### src/rtl/mips_pkg.sv
// Shared MIPS control encodings: FSM states, opcode/funct constants and datapath select codes.
// Used by the control FSM, the datapath muxes and the ALU control.
package mips_pkg;

  typedef enum logic [3:0] {
    ST_RESET    = 4'd0,
    ST_FETCH    = 4'd1,
    ST_DECODE   = 4'd2,
    ST_EXEC_R   = 4'd3,
    ST_EXEC_I   = 4'd4,
    ST_WB_R     = 4'd5,
    ST_WB_I     = 4'd6,
    ST_MEM_ADDR = 4'd7,
    ST_MEM_RD   = 4'd8,
    ST_WB_MEM   = 4'd9,
    ST_MEM_WR   = 4'd10,
    ST_BRANCH   = 4'd11,
    ST_JUMP     = 4'd12,
    ST_TRAP     = 4'd13
  } state_t;

  localparam logic [5:0] OP_RTYPE = 6'h00;
  localparam logic [5:0] OP_J     = 6'h02;
  localparam logic [5:0] OP_JAL   = 6'h03;
  localparam logic [5:0] OP_BEQ   = 6'h04;
  localparam logic [5:0] OP_BNE   = 6'h05;
  localparam logic [5:0] OP_ADDI  = 6'h08;
  localparam logic [5:0] OP_ANDI  = 6'h0C;
  localparam logic [5:0] OP_ORI   = 6'h0D;
  localparam logic [5:0] OP_LUI   = 6'h0F;
  localparam logic [5:0] OP_LW    = 6'h23;
  localparam logic [5:0] OP_SW    = 6'h2B;

  localparam logic [5:0] FN_ADD   = 6'h20;
  localparam logic [5:0] FN_ADDU  = 6'h21;
  localparam logic [5:0] FN_SUB   = 6'h22;
  localparam logic [5:0] FN_SUBU  = 6'h23;
  localparam logic [5:0] FN_AND   = 6'h24;
  localparam logic [5:0] FN_OR    = 6'h25;
  localparam logic [5:0] FN_SLT   = 6'h2A;

  typedef enum logic [2:0] {
    ALU_ADD   = 3'b000,
    ALU_SUB   = 3'b001,
    ALU_FUNCT = 3'b010,
    ALU_LUI   = 3'b011,
    ALU_AND   = 3'b100,
    ALU_OR    = 3'b101,
    ALU_SLT   = 3'b110
  } alu_op_t;

  typedef enum logic [1:0] {
    PCS_ALU    = 2'b00,
    PCS_ALUOUT = 2'b01,
    PCS_JUMP   = 2'b10,
    PCS_EXC    = 2'b11
  } pc_source_t;

  typedef enum logic [1:0] {
    RD_RT = 2'b00,
    RD_RD = 2'b01,
    RD_RA = 2'b10
  } reg_dst_t;

  typedef enum logic [1:0] {
    M2R_ALUOUT = 2'b00,
    M2R_MDR    = 2'b01,
    M2R_PC     = 2'b10
  } mem_to_reg_t;

  typedef enum logic [1:0] {
    CAUSE_NONE  = 2'b00,
    CAUSE_UNDEF = 2'b01,
    CAUSE_OVF   = 2'b10
  } cause_t;

  typedef struct packed {
    logic        pc_write;
    logic        pc_wr_cond;
    logic        branch_ne;
    logic        iord;
    logic        mem_read;
    logic        mem_write;
    logic        ir_write;
    reg_dst_t    reg_dst;
    mem_to_reg_t mem_to_reg;
    logic        reg_write;
    logic        alu_src_a;
    logic [1:0]  alu_src_b;
    alu_op_t     alu_op;
    pc_source_t  pc_source;
    logic        epc_write;
  } ctrl_t;

  function automatic logic funct_known(input logic [5:0] fn);
    case (fn)
      FN_ADD, FN_ADDU, FN_SUB, FN_SUBU, FN_AND, FN_OR, FN_SLT: funct_known = 1'b1;
      default:                                                 funct_known = 1'b0;
    endcase
  endfunction

endpackage

### src/rtl/mips_ctrl_fsm.sv
// Multicycle MIPS control FSM: sequences fetch/decode/execute/memory/writeback and traps.
// Strobes are registered from the next state, so they change together with the state register.
module mips_ctrl_fsm
  import mips_pkg::*;
#(
  parameter int MEM_WAIT = 2
) (
  input  logic       clock,
  input  logic       reset,
  input  logic [5:0] opcode,
  input  logic [5:0] funct,
  input  logic       alu_zero,
  input  logic       alu_ovf,
  output logic       pc_write,
  output logic       pc_wr_cond,
  output logic       branch_ne,
  output logic       iord,
  output logic       mem_read,
  output logic       mem_write,
  output logic       ir_write,
  output logic [1:0] reg_dst,
  output logic [1:0] mem_to_reg,
  output logic       reg_write,
  output logic       alu_src_a,
  output logic [1:0] alu_src_b,
  output logic [2:0] alu_op,
  output logic [1:0] pc_source,
  output logic       epc_write,
  output logic [1:0] cause,
  output logic [3:0] state
);

  localparam logic [3:0] WAIT_LAST = 4'(MEM_WAIT);

  state_t     state_r, next_state_s;
  logic [3:0] cnt_r, cnt_next_s;
  cause_t     cause_r, cause_next_s;
  ctrl_t      ctrl_r, ctrl_next_s;
  logic       last_s;
  logic       unused_s;

  // Branch resolution happens in the datapath; the zero flag is not needed here.
  assign unused_s = alu_zero;
  assign last_s   = (cnt_r == WAIT_LAST);

  function automatic ctrl_t decode_ctrl(input state_t st, input logic [5:0] op, input logic last);
    ctrl_t c;
    c = '0;
    case (st)
      ST_FETCH: begin
        c.mem_read  = 1'b1;
        c.alu_src_b = 2'b01;
        c.ir_write  = last;
        c.pc_write  = last;
      end
      ST_DECODE:   c.alu_src_b = 2'b11;
      ST_EXEC_R: begin
        c.alu_src_a = 1'b1;
        c.alu_op    = ALU_FUNCT;
      end
      ST_EXEC_I: begin
        c.alu_src_a = 1'b1;
        c.alu_src_b = 2'b10;
        case (op)
          OP_ANDI: c.alu_op = ALU_AND;
          OP_ORI:  c.alu_op = ALU_OR;
          OP_LUI:  c.alu_op = ALU_LUI;
          default: c.alu_op = ALU_ADD;
        endcase
      end
      ST_WB_R: begin
        c.reg_write = 1'b1;
        c.reg_dst   = RD_RD;
      end
      ST_WB_I:     c.reg_write = 1'b1;
      ST_MEM_ADDR: begin
        c.alu_src_a = 1'b1;
        c.alu_src_b = 2'b10;
      end
      ST_MEM_RD: begin
        c.mem_read = 1'b1;
        c.iord     = 1'b1;
      end
      ST_WB_MEM: begin
        c.reg_write  = 1'b1;
        c.mem_to_reg = M2R_MDR;
      end
      ST_MEM_WR: begin
        c.mem_write = 1'b1;
        c.iord      = 1'b1;
      end
      ST_BRANCH: begin
        c.alu_src_a  = 1'b1;
        c.alu_op     = ALU_SUB;
        c.pc_wr_cond = 1'b1;
        c.pc_source  = PCS_ALUOUT;
        c.branch_ne  = (op == OP_BNE);
      end
      ST_JUMP: begin
        c.pc_write  = 1'b1;
        c.pc_source = PCS_JUMP;
        if (op == OP_JAL) begin
          c.reg_write  = 1'b1;
          c.reg_dst    = RD_RA;
          c.mem_to_reg = M2R_PC;
        end else begin
          c.reg_write  = 1'b0;
        end
      end
      ST_TRAP: begin
        c.epc_write = 1'b1;
        c.pc_write  = 1'b1;
        c.pc_source = PCS_EXC;
      end
      default:     c = '0;
    endcase
    return c;
  endfunction

  // Next-state, trap cause and wait-counter logic.
  always_comb begin
    next_state_s = ST_RESET;
    cause_next_s = cause_r;
    case (state_r)
      ST_RESET: next_state_s = ST_FETCH;
      ST_FETCH: next_state_s = last_s ? ST_DECODE : ST_FETCH;
      ST_DECODE: begin
        case (opcode)
          OP_RTYPE:                         next_state_s = ST_EXEC_R;
          OP_ADDI, OP_ANDI, OP_ORI, OP_LUI: next_state_s = ST_EXEC_I;
          OP_LW, OP_SW:                     next_state_s = ST_MEM_ADDR;
          OP_BEQ, OP_BNE:                   next_state_s = ST_BRANCH;
          OP_J, OP_JAL:                     next_state_s = ST_JUMP;
          default: begin
            next_state_s = ST_TRAP;
            cause_next_s = CAUSE_UNDEF;
          end
        endcase
      end
      ST_EXEC_R: begin
        if (!funct_known(funct)) begin
          next_state_s = ST_TRAP;
          cause_next_s = CAUSE_UNDEF;
        end else if (funct == FN_ADD && alu_ovf) begin
          next_state_s = ST_TRAP;
          cause_next_s = CAUSE_OVF;
        end else begin
          next_state_s = ST_WB_R;
        end
      end
      ST_EXEC_I: begin
        if (opcode == OP_ADDI && alu_ovf) begin
          next_state_s = ST_TRAP;
          cause_next_s = CAUSE_OVF;
        end else begin
          next_state_s = ST_WB_I;
        end
      end
      ST_MEM_ADDR: next_state_s = (opcode == OP_LW) ? ST_MEM_RD : ST_MEM_WR;
      ST_MEM_RD:   next_state_s = last_s ? ST_WB_MEM : ST_MEM_RD;
      ST_MEM_WR:   next_state_s = last_s ? ST_FETCH : ST_MEM_WR;
      ST_WB_R, ST_WB_I, ST_WB_MEM, ST_BRANCH, ST_JUMP, ST_TRAP: next_state_s = ST_FETCH;
      default:     next_state_s = ST_RESET;
    endcase

    if (next_state_s == state_r) begin
      cnt_next_s = cnt_r + 4'd1;
    end else begin
      cnt_next_s = 4'd0;
    end

    ctrl_next_s = decode_ctrl(next_state_s, opcode, cnt_next_s == WAIT_LAST);
  end

  // State, counter, cause and registered strobes.
  always_ff @(posedge clock or posedge reset) begin
    if (reset) begin
      state_r <= ST_RESET;
      cnt_r   <= 4'd0;
      cause_r <= CAUSE_NONE;
      ctrl_r  <= '0;
    end else begin
      state_r <= next_state_s;
      cnt_r   <= cnt_next_s;
      ctrl_r  <= ctrl_next_s;
      if (next_state_s == ST_TRAP && state_r != ST_TRAP) begin
        cause_r <= cause_next_s;
      end else begin
        cause_r <= cause_r;
      end
    end
  end

  assign pc_write   = ctrl_r.pc_write;
  assign pc_wr_cond = ctrl_r.pc_wr_cond;
  assign branch_ne  = ctrl_r.branch_ne;
  assign iord       = ctrl_r.iord;
  assign mem_read   = ctrl_r.mem_read;
  assign mem_write  = ctrl_r.mem_write;
  assign ir_write   = ctrl_r.ir_write;
  assign reg_dst    = ctrl_r.reg_dst;
  assign mem_to_reg = ctrl_r.mem_to_reg;
  assign reg_write  = ctrl_r.reg_write;
  assign alu_src_a  = ctrl_r.alu_src_a;
  assign alu_src_b  = ctrl_r.alu_src_b;
  assign alu_op     = ctrl_r.alu_op;
  assign pc_source  = ctrl_r.pc_source;
  assign epc_write  = ctrl_r.epc_write;
  assign cause      = cause_r;
  assign state      = state_r;

endmodule

### config.mk
export PLATFORM = sky130hd
export DESIGN_NAME = mips_ctrl_fsm
export DESIGN_NICKNAME = d
export VERILOG_FILES = /design/src/rtl/mips_pkg.sv /design/src/rtl/mips_ctrl_fsm.sv
export SDC_FILE = /design/constraint.sdc
export NUM_CORES = 1
export LEC_CHECK = 0
export CORE_MARGIN = 3
export CORE_UTILIZATION = 70
export CTS_BUF_LIST = sky130_fd_sc_hd__clkbuf_2
export CTS_CLUSTER_SIZE = 16
export DETAILED_ROUTE_END_ITERATION = 10
export DONT_BUFFER_PORTS = 1
export GPL_ROUTABILITY_DRIVEN = 0
export MAX_ROUTING_LAYER = met4
export PLACE_DENSITY = 0.95
export SLEW_MARGIN = 20
export SYNTH_ARGS = -nofsm -noshare
export SYNTH_HDL_FRONTEND = slang
export SYNTH_SLANG_ARGS = --single-unit
export TNS_END_PERCENT = 20
### constraint.sdc
create_clock -name clock -period 4.35 [get_ports clock]
set_clock_uncertainty 0.2 [all_clocks]
set_input_delay 0.87 -clock clock [delete_from_list [all_inputs] [get_ports clock]]
set_output_delay 0.87 -clock clock [all_outputs]
set_load 0.005 [all_outputs]
==> qor.csv <==
metric,value,unit
WS Path Type,reg -> reg,
vias in the first global route,1291,
highest clock rate,352,MHz
Worst Setup EP,branch_ne$_DFF_PP0_,
top_reg_cell synth,dfrtp_1,
clock root buffer,clkbuf_2,
Post-Place Cells,190,
multi-input logic area,811,µm²
vias per inst,6.99,
global-route wire length before repair,6040,µm
io pins,43,
Final min period,2.84,ns
Worst-path clk slew,0.16,ns
post-synthesis sequential area ratio,0.456,
drt drc,0,
syn avg cell area,9.63,µm²
Max Slew Vio Count,0,
Placeable Area,0.00208,mm²
r2r worst-path depth,7,
critical path launch point type,register,
antenna diode count,0,
TritonCTS Buffers,5,
buffers plus inverters on the worst setup path,1,
Buffers on Ports,0,
DRT iter0 DRCs,80,
FF-to-FF End,branch_ne$_DFF_PP0_,
Vias,1384,
Yosys top cell area share,0.456,
Power Density,642,mW/mm²
Filler Cells Inserted,119,
Post-DP HPWL,2730,µm
"Cell Area, Synth",0.00165,mm²
TritonCTS clock tree,built,
ys async rst share,1.00,
Die ar.,0.00297,mm²
Die Ht,54.5,µm
worst min path class,in -> async,
WP data required,4.40,ns
Routed Antenna Nets,0,
Post-Syn Nets,189,
"Largest stage delay, worst path",0.70,ns
clk sink count,30,
most frequent cells in the layout,"dfrtp_1 (30), nor2_1 (16), nand2_1 (10), inv_1 (10), nor3_1 (9)",
outcome,"complete, no violations",
nets,188,
Slew HR,0.494,
Worst-Margin Slew,0.759,ns
die width,54.5,µm
clk_lat worst skew,0.35,ns
Non-Filler Instances,198,
CP endpoint kind,register,
cell taking the most area after synthesis,dfrtp_1,
total gr overflow,0,
total global-route track usage,0.298,
Setup Buffers After CTS,0,
H-Tree Depth,2,
period utilization,0.653,
Routed WL,3730,µm
setup TNS,0,ns
sequential standard cell area,751,µm²
Initial Util,0.791,
Routed wire per std cell,18.8,µm
Pleak,0.000752,µW
worst-path cell chain,nor2b_1 > nand2_1 > o31ai_2 > a211oi_4 > inv_4 > nand3_1 > nor4_1,
worst vdd rail ir drop,496,µV
Rows,16,
dominant delay contributor by cell family on the critical path,simple AND/OR/NAND/NOR gates,
"commonest non-fill, non-tap cell in the layout",dfrtp_1,
initial antenna violation count,0,
R2R Setup Slk,1.51,ns
final hold violation count,0,
maximum clock insertion buffer count,2,
max_cap viols,0,
Resize count post-CTS,0,
pin count of the biggest net entering global routing,31,
RSZ-0062 raised after global routing,no,
library cells used by synthesis,54,
Gate Count Post-Synth,171,
Worst path slowest cell,dfrtp_1,
layout cells sized above 1,0.140,
CP Depth,7,
final setup vio count,0,
Critical Path AT,2.89,ns
Pre-antenna DRT Iters,4,
area grow syn2layout,3.72,%
top post-synthesis cells by area,"dfrtp_1 (46%), nor2_1 (3.6%), nor3_1 (2.7%), inv_1 (2.5%), nand2_1 (2.3%)",
Seq cells post-synth,30,
hold buffers post-CTS,0,
crit path from,state[1]$_DFF_PP0_,
"EDFF count, synth",0,
Reg2Reg Launch Point,state[1]$_DFF_PP0_,
CP Max Fanout,17,
Synth warnings,0,
==> worst min path at each step <==
stage / start / to / cells after the start
finish: reset / epc_write$_DFF_PP0_ / 1
global route: reset / alu_src_b[1]$_DFF_PP0_ / 1
CTS: cnt_r[0]$_DFF_PP0_ / cnt_r[0]$_DFF_PP0_ / 1
detailed placement: cnt_r[0]$_DFF_PP0_ / cnt_r[0]$_DFF_PP0_ / 1
global placement: cnt_r[0]$_DFF_PP0_ / cnt_r[0]$_DFF_PP0_ / 1
floorplan: cnt_r[0]$_DFF_PP0_ / cnt_r[0]$_DFF_PP0_ / 1
==> area by class of cell <==
cell class,count,share of cell area
sequential,30,0.440
clock buffer,5,0.0147
tap,27,0.0198
multi-input combinational,121,0.475
clock inverter,3,0.0234
inverter,12,0.0278
==> cells in the mapped netlist (4+ instances only) <==
master / count
nor3_1: 9
o21ai_0: 5
nand3_1: 7
or3_1: 4
clkbuf_1: 4
nand2b_1: 5
inv_1: 11
xnor2_1: 4
a21oi_1: 4
dfrtp_1: 30
nor2_1: 16
nand2_1: 10
==> stage by stage <==
stage	util	worst slack, ns	area [µm²]	power (µW)	hold WS, ns
2_1_floorplan	-	1.43	1650	796	0.265
3_3_place_gp	0.789	1.34	1640	867	0.285
3_5_place_dp	0.789	1.28	1640	899	0.304
4_1_cts	0.820	1.53	1710	1090	0.321
5_1_grt	0.820	1.25	1710	1170	0.231
6_report	0.820	1.51	1710	1100	0.243
==> routing by layer <==
layer	GRT usage	vias up	routed length, µm
met5	-	-	0
met4	0.0913	0	35
met3	0.123	4	484
met2	0.422	103	1800
met1	0.387	655	1420
li1	-	622	-
==> kinds of logic (layout without fill, tap and decap cells) <==
logic type / count (synthesis) / after routing / share of synthesized area
AND/OR/NAND/NOR: 74 / 74 / 0.245
buffers and inverters: 20 / 20 / 0.0517
adder cells (fa/ha/maj): 2 / 2 / 0.0152
multiplexers: 1 / 1 / 0.00684
flip-flops: 30 / 30 / 0.456
AO/OA/AOI/OAI: 39 / 39 / 0.199
XOR/XNOR: 5 / 5 / 0.0266
==> power breakdown <==
group	switching [µW]	internal, µW	total (µW)
clock	96.1	95.5	192
sequential	95.2	349	444
combinational	280	181	461
(Power assumes the default switching activity.)
